## config.mk

```make
export PLATFORM = sky130hd
export DESIGN_NAME = pipe_stall_ctrl_flat
export DESIGN_NICKNAME = d
export VERILOG_FILES = /design/src/rtl/pipe_stall_ctrl_if.sv /design/src/rtl/pipe_stall_ctrl.sv /design/src/flat_wrapper.sv
export SDC_FILE = /design/constraint.sdc
export NUM_CORES = 1
export LEC_CHECK = 0
export ABC_CLOCK_PERIOD_IN_PS = 2000
export CAP_MARGIN = 20
export CORE_AREA = 2 2 39 41
export DETAILED_ROUTE_END_ITERATION = 10
export DIE_AREA = 0 0 41 43
export PLACE_DENSITY_LB_ADDON = 0.1
export SETUP_SLACK_MARGIN = 0.02
export SLEW_MARGIN = 10
export SYNTH_ARGS = -nofsm -noshare
export SYNTH_HDL_FRONTEND = slang
export SYNTH_SLANG_ARGS = --single-unit
```

## constraint.sdc

```tcl
create_clock -name clk -period 2 [get_ports clk]
set_clock_uncertainty 0.15 [all_clocks]
set_input_delay 0.4 -clock clk [delete_from_list [all_inputs] [get_ports clk]]
set_output_delay 0.4 -clock clk [all_outputs]
set_load 0.02 [all_outputs]
```

## src/rtl/pipe_stall_ctrl_if.sv

```systemverilog
// rtl/pipe_stall_ctrl_if.sv - stall/flush control bundle between hazard, branch-resolve and pipeline registers
//
// Signals:
//   load_stall, br_stall[1:0], mispredict, ext_stall : stall/redirect requests into the controller
//   pc_write, ifid_write, ifid_flush, idex_write, idex_flush : per-stage controls out of the controller
//   pcsrc_counter[2:0] : instructions fetched since the last redirect, saturating
//   perf_stall_cyc, perf_flush_cnt, perf_ext_cyc : event counters (only with STALL_PERF_EN)
// Modports: master = request/consumer side, slave = pipe_stall_ctrl.

interface pipe_stall_ctrl_if;
    logic        load_stall;
    logic [1:0]  br_stall;
    logic        mispredict;
    logic        ext_stall;
    logic        pc_write;
    logic        ifid_write;
    logic        ifid_flush;
    logic        idex_write;
    logic        idex_flush;
    logic [2:0]  pcsrc_counter;
`ifdef STALL_PERF_EN
    logic [31:0] perf_stall_cyc;
    logic [31:0] perf_flush_cnt;
    logic [31:0] perf_ext_cyc;

    modport master (
        output load_stall, br_stall, mispredict, ext_stall,
        input  pc_write, ifid_write, ifid_flush, idex_write, idex_flush, pcsrc_counter,
        input  perf_stall_cyc, perf_flush_cnt, perf_ext_cyc
    );

    modport slave (
        input  load_stall, br_stall, mispredict, ext_stall,
        output pc_write, ifid_write, ifid_flush, idex_write, idex_flush, pcsrc_counter,
        output perf_stall_cyc, perf_flush_cnt, perf_ext_cyc
    );
`else
    modport master (
        output load_stall, br_stall, mispredict, ext_stall,
        input  pc_write, ifid_write, ifid_flush, idex_write, idex_flush, pcsrc_counter
    );

    modport slave (
        input  load_stall, br_stall, mispredict, ext_stall,
        output pc_write, ifid_write, ifid_flush, idex_write, idex_flush, pcsrc_counter
    );
`endif
endinterface

```

## src/rtl/pipe_stall_ctrl.sv

```systemverilog
// rtl/pipe_stall_ctrl.sv - pipeline stall/flush controller with post-redirect fetch counter
//
// Turns hazard stall requests, EX mispredict and the external memory freeze into
// PC / IF/ID / ID/EX enables, flushes and bubbles. Controls are combinational;
// state, hold count and pcsrc_counter update on the rising edge.
//
// Ports:
//   clk   : core clock, rising edge
//   rst_n : asynchronous active-low reset
//   bus   : pipe_stall_ctrl_if.slave (requests in, stage controls and counters out)
// Parameters:
//   CNT_SAT    : pcsrc_counter saturation value (2..7)
//   LDBR_STALL : total bubbles for a load feeding an ID branch (2..3)
// Optional: define STALL_PERF_EN to add the 32-bit perf counters.

module pipe_stall_ctrl #(
    parameter int unsigned CNT_SAT    = 7,
    parameter int unsigned LDBR_STALL = 2
) (
    input  logic                 clk,
    input  logic                 rst_n,
    pipe_stall_ctrl_if.slave     bus
);

    localparam logic [0:0] ST_RUN  = 1'b0;
    localparam logic [0:0] ST_HOLD = 1'b1;

    localparam logic [2:0] CNT_MAX   = 3'(CNT_SAT);
    // First bubble is issued from RUN, so HOLD covers only the remaining ones.
    localparam logic [1:0] HOLD_INIT = 2'(LDBR_STALL - 1);

    logic [0:0] state, state_nxt;
    logic [1:0] hold_cnt, hold_cnt_nxt;
    logic [2:0] cnt, cnt_nxt;

    logic pc_write, ifid_write, ifid_flush, idex_write, idex_flush;

    always_comb begin
        pc_write     = 1'b1;
        ifid_write   = 1'b1;
        ifid_flush   = 1'b0;
        idex_write   = 1'b1;
        idex_flush   = 1'b0;
        state_nxt    = state;
        hold_cnt_nxt = hold_cnt;

        if (bus.ext_stall) begin
            // Whole front end frozen; a mispredict stays asserted in the frozen EX.
            pc_write   = 1'b0;
            ifid_write = 1'b0;
            idex_write = 1'b0;
        end else if (bus.mispredict) begin
            // Redirect squashes the stalled branch, so any pending HOLD is dropped.
            ifid_flush   = 1'b1;
            idex_flush   = 1'b1;
            state_nxt    = ST_RUN;
            hold_cnt_nxt = 2'd0;
        end else if (state == ST_HOLD) begin
            pc_write     = 1'b0;
            ifid_write   = 1'b0;
            idex_flush   = 1'b1;
            hold_cnt_nxt = hold_cnt - 2'd1;
            if (hold_cnt <= 2'd1) begin
                state_nxt    = ST_RUN;
                hold_cnt_nxt = 2'd0;
            end
        end else if (bus.load_stall || (bus.br_stall != 2'b00)) begin
            pc_write   = 1'b0;
            ifid_write = 1'b0;
            idex_flush = 1'b1;
            if (bus.br_stall[1]) begin
                state_nxt    = ST_HOLD;
                hold_cnt_nxt = HOLD_INIT;
            end
        end
    end

    always_comb begin
        cnt_nxt = cnt;
        if (bus.ext_stall) begin
            cnt_nxt = cnt;
        end else if (bus.mispredict) begin
            cnt_nxt = 3'd0;
        end else if (pc_write && (cnt < CNT_MAX)) begin
            cnt_nxt = cnt + 3'd1;
        end
    end

    always_ff @(posedge clk or negedge rst_n) begin
        if (!rst_n) begin
            state    <= ST_RUN;
            hold_cnt <= 2'd0;
            cnt      <= 3'd0;
        end else begin
            state    <= state_nxt;
            hold_cnt <= hold_cnt_nxt;
            cnt      <= cnt_nxt;
        end
    end

    assign bus.pc_write      = pc_write;
    assign bus.ifid_write    = ifid_write;
    assign bus.ifid_flush    = ifid_flush;
    assign bus.idex_write    = idex_write;
    assign bus.idex_flush    = idex_flush;
    assign bus.pcsrc_counter = cnt;

`ifdef STALL_PERF_EN
    logic [31:0] perf_stall_cyc, perf_flush_cnt, perf_ext_cyc;

    always_ff @(posedge clk or negedge rst_n) begin
        if (!rst_n) begin
            perf_stall_cyc <= 32'd0;
            perf_flush_cnt <= 32'd0;
            perf_ext_cyc   <= 32'd0;
        end else begin
            if (!pc_write && !bus.ext_stall) perf_stall_cyc <= perf_stall_cyc + 32'd1;
            if (bus.mispredict && !bus.ext_stall) perf_flush_cnt <= perf_flush_cnt + 32'd1;
            if (bus.ext_stall) perf_ext_cyc <= perf_ext_cyc + 32'd1;
        end
    end

    assign bus.perf_stall_cyc = perf_stall_cyc;
    assign bus.perf_flush_cnt = perf_flush_cnt;
    assign bus.perf_ext_cyc   = perf_ext_cyc;
`endif

endmodule

```

## src/flat_wrapper.sv

```systemverilog
// flat-port wrapper written by rule: the top's interface ports become plain ports
module pipe_stall_ctrl_flat 
#(
    parameter int unsigned CNT_SAT    = 7,
    parameter int unsigned LDBR_STALL = 2
)
  (clk, rst_n, bus_load_stall, bus_br_stall, bus_mispredict, bus_ext_stall, bus_pc_write, bus_ifid_write, bus_ifid_flush, bus_idex_write, bus_idex_flush, bus_pcsrc_counter);
  pipe_stall_ctrl_if bus_i ();
  input  logic clk;
  input  logic rst_n;
  input wire logic [$bits(bus_i.load_stall)-1:0] bus_load_stall;
  input wire logic [$bits(bus_i.br_stall)-1:0] bus_br_stall;
  input wire logic [$bits(bus_i.mispredict)-1:0] bus_mispredict;
  input wire logic [$bits(bus_i.ext_stall)-1:0] bus_ext_stall;
  output wire logic [$bits(bus_i.pc_write)-1:0] bus_pc_write;
  output wire logic [$bits(bus_i.ifid_write)-1:0] bus_ifid_write;
  output wire logic [$bits(bus_i.ifid_flush)-1:0] bus_ifid_flush;
  output wire logic [$bits(bus_i.idex_write)-1:0] bus_idex_write;
  output wire logic [$bits(bus_i.idex_flush)-1:0] bus_idex_flush;
  output wire logic [$bits(bus_i.pcsrc_counter)-1:0] bus_pcsrc_counter;
  assign bus_i.load_stall = bus_load_stall;
  assign bus_i.br_stall = bus_br_stall;
  assign bus_i.mispredict = bus_mispredict;
  assign bus_i.ext_stall = bus_ext_stall;
  assign bus_pc_write = bus_i.pc_write;
  assign bus_ifid_write = bus_i.ifid_write;
  assign bus_ifid_flush = bus_i.ifid_flush;
  assign bus_idex_write = bus_i.idex_write;
  assign bus_idex_flush = bus_i.idex_flush;
  assign bus_pcsrc_counter = bus_i.pcsrc_counter;
  pipe_stall_ctrl #(.CNT_SAT(CNT_SAT), .LDBR_STALL(LDBR_STALL)) u_core (.clk(clk), .rst_n(rst_n), .bus(bus_i));
endmodule
```

======== Word level (Yosys, flattened, before mapping) ========
Cells that the tools add are included.
storage, ports and cells
  logic and storage cells ................. 39
  bits of input ports ..................... 7
  output and inout bits ................... 8
  bits in registers ....................... 6
cells by class
  bitwise logic cells ..................... 1
  $add $sub $neg .......................... 2
  multiplexer cells ....................... 23
  magnitude comparators ................... 2
  reductions and logical operators ........ 8
operator list
  cell                 number
  $mux 1               16
  $mux 2               5
  $mux 3               2
  $reduce_bool 3->1    2
  $reduce_bool 2->1    2
  $add 3x1->3 const B  1
  $lt 3x3->1 const B   1
  $reduce_and 3->1     1
  $le 2x1->1 const B   1
  $reduce_and 2->1     1
  $sub 2x1->2 const B  1
  $logic_and 1x1->1    1
  $logic_or 1x1->1     1
  $not 1->1            1

======== Depth between registers and ports, before layout ========
  depth after elaboration ................. 9
  mapped depth ............................ 4
  mapped depth without buffers ............ 3

======== Worst setup path before layout ========
No wires, ideal clock.
  kind .................................... input to output
  from .................................... in bus_ext_stall
  to ...................................... out bus_pc_write
  path buffers ............................ 2
  arrival ................................. 1.144 ns
  stages .................................. 4
  data required time ...................... 1.450 ns
  setup slack ............................. 0.306 ns
  path through ............................ buf_6 > nor2_2 > a21o_2 > buf_4
on the way
  cells in the longest elaborated chain, start to end .. 1
RTL lines
  item             line                text
  start, declared  flat_wrapper.sv:14  input wire logic [$bits(bus_i.ext_stall)-1:0] bus_ext_stall;
  $mux 1           n/a
  end, declared    flat_wrapper.sv:15  output wire logic [$bits(bus_i.pc_write)-1:0] bus_pc_write;
Every way passes these cells.

======== Final worst setup path ========
  from .................................... in bus_mispredict
  to ...................................... out bus_pc_write
on the way
  cells in the longest elaborated chain, start to end .. 2
RTL lines
  item             line                   text
  start, declared  flat_wrapper.sv:13     input wire logic [$bits(bus_i.mispredict)-1:0] bus_mispredict;
  $mux 1           pipe_stall_ctrl.sv:52  end else if (bus.mispredict) begin
  $mux 1           pipe_stall_ctrl.sv:47  if (bus.ext_stall) begin
Every way passes these cells.

==> flow_summary.toml <==
[run_status]
status = "complete, no violations"

[power]
powerDensity_nw_per_um2 = 592
max-vdd-ir-drop_mv = 0.244
p_leak_nw = 0.309
power_mw = 0.363

[final_layout]
final_cell_mix = "buf_4 (11), clkdlybuf4s50_1 (7), dfrtp_1 (6)"
diodes = 0
mostFrequentLayoutCell = "buf_4"
layout-drive-gt1-share_pct = 36.9
synthToLayoutAreaGrowth_pct = 58.4
nets = 75

[cts]
clockBufferDepth = 2
cts_tree = "yes"
h-tree-depth = 1
clk_latency_ps = 250
cts_made_buffers = 3
clk_pin_slew_ps = 50
root_buffer = "clkbuf_4"
cts.sinks = 6
hold_buffers = 0

[placement]
dp_hpwl_um = 821
portBuffers = 14
gp_congestion = 0.705

[detailed_routing]
vias_per_cell = 5.12
drt_iter0_drc = 4
wl_met3_um = 40
ant_nets = 0
met2_length_um = 539
wl_met1_um = 455
wl_um = 1040
drc = 0
detail_route.wl_per_cell_um = 12.8
num_vias = 415
top_layer = "met3"
dr.pass1.iters = 4

[timing]
tightest_slew_ps = 315
max_freq_mhz = 520
period_minus_slack_ps = 1920
maxSlewViolCount = 0
period_share_pct = 96.1
rsz0062_at_grt = "no"
finalHoldViolations = 0
slew_headroom_pct = 78.9
whs_ps = 262
final.setup.tns_ps = 0
setup_viol = 0

[job]
max-cap-violations = 0

[yosys]
syn-mean-instance-area_sq_um = 9.95
syn_inst = 39
synth_nets = 47
synth_area_sq_um = 388
yosys.area.top_type_share_pct = 38.7
ys_warn_count = 0
synth-seq-area-share_pct = 38.7
synth_seq_cells = 6
yosys.cell_types.count = 29
synthTopCellsByArea = "dfrtp_1 (39%), nor3_4 (4.2%), a21oi_1 (3.9%)"
synth_top_area_cell = "dfrtp_1"

[worst_setup_path]
critPathMaxFanout = 3
worst_setup_path_start_kind = "input pin"
crit_path_end_kind = "output port"
crit_type = "in2out"
crit_chain = "clkdlybuf4s50_1 -> inv_2 -> nor2_2 -> a21o_2 -> buf_2"
r2r_slack_ps = 740
cpMaxStageDelayCell = "clkdlybuf4s50_1"
critPathRequiredTime_ps = 1450
cpPeakStageDelay_ps = 530
cp.arrival_ps = 1370

[grt]
antenna_found_initial = 0
grt_pass1_vias = 389
grt_pass1_wl_um = 1700
grt_max_degree = 7
grt-ovfl-total = 0
track_usage_pct = 15.2

[die]
fp.dieArea_sq_um = 1760
fp.dieH_um = 43
num_io_pins = 15
core-area_sq_um = 1380
die_w_um = 41
row_count = 14
start_util_pct = 28.0

[worst_hold_path]
hold_class = "in2async"
metrics by stage:
step           utilization (%)  instances  cell area, sq um  setup WS [ps]
6_report                  44.4         81               614           78.3
5_1_grt                   44.4         81               614           21.4
4_1_cts                   44.5         80               616           20.5
3_5_place_dp              43.1         76               597           -401
3_3_place_gp              43.1         76               597           -378
2_1_floorplan                -         39               388            306
critical path, delay by kind of cell:
kind,cells,cell delay [ps]
buffers and inverters,3,750
AND/OR/NAND/NOR,1,120
AO/OA/AOI/OAI,1,110
routing by layer:
metal | GRT usage [%] | up-vias
met5 | 0 | -
met2 | 21.3 | 10
met4 | 12.0 | 0
li1 | - | 202
met3 | 3.66 | 0
met1 | 19.0 | 203
final cells by class:
| type | instances | area (sq um) |
|---|---|---|
| Fill cell | 147 | 769 |
| Multi-Input combinational cell | 28 | 208 |
| Timing Repair Buffer | 25 | 203 |
| Sequential cell | 6 | 150 |
| Clock buffer | 3 | 22.5 |
| Tap cell | 16 | 20.0 |
| Inverter | 3 | 11.3 |
synth_stat cells:
library cell and instances:
ha_1 1, o21ai_0 1, nor3_1 1, a311o_1 1, nor2_2 2, nand3_1 1
o31ai_1 1, nor3_2 1, a21o_1 1, o21a_1 1, a21boi_0 1, a41o_1 1
dfrtp_1 6, inv_1 2, buf_6 1, buf_4 1, inv_2 1, a21o_2 1
o221ai_1 1, a31oi_1 1, and4_1 1, nand2_1 2, a41oi_1 1, nor3_4 1
a21oi_1 3, a32o_1 1, nor2b_1 1, nor2_1 1, and2b_1 1
where the power goes:
part	total, mW	switching, mW	internal [mW]	leakage [nW]
logic	0.108	0.0538	0.0546	0.214
registers	0.142	0.0107	0.131	0.0807
clock network	0.113	0.0450	0.0680	0.0138
total	0.363	0.109	0.254	0.309
final timing paths:
kind                                           startpoint                                       to  cells after the start
max reg2reg                      u_core.state$_DFFE_PN0N_  u_core.bus.pcsrc_counter[1]$_DFFE_PN0P_                      4
min                                                 rst_n  u_core.bus.pcsrc_counter[2]$_DFFE_PN0P_                      1
min in group clk           u_core.hold_cnt[0]$_DFFE_PN0P_           u_core.hold_cnt[0]$_DFFE_PN0P_                      2
max in group asynchronous                           rst_n           u_core.hold_cnt[1]$_DFFE_PN0P_                      1
max                                        bus_mispredict                             bus_pc_write                      5
min reg2reg                u_core.hold_cnt[0]$_DFFE_PN0P_           u_core.hold_cnt[0]$_DFFE_PN0P_                      2
flip-flops by register name (all words and copies together), names as in the netlist:
register                  cells
u_core.bus.pcsrc_counter      3
u_core.state                  1
u_core.hold_cnt               2
cell families (layout without fill, tap and decap cells):
logic type	count (synthesis)	count (layout)	synth area share, %
compound gates	15	15	29.0
fa+ha+maj	1	1	3.23
buf+inv	5	31	7.74
flops	6	6	38.7
simple gates	12	12	21.3
what timing repair did:
action                                 4_1_cts  5_1_grt
setup endpoints to repair                    5        4
endpoints found under the hold margin        0        0
buffers inserted                             1        1
resized for setup                           15        3
pin swaps                                    1        1
No activity file was read; power rests on OpenSTA's default activity.
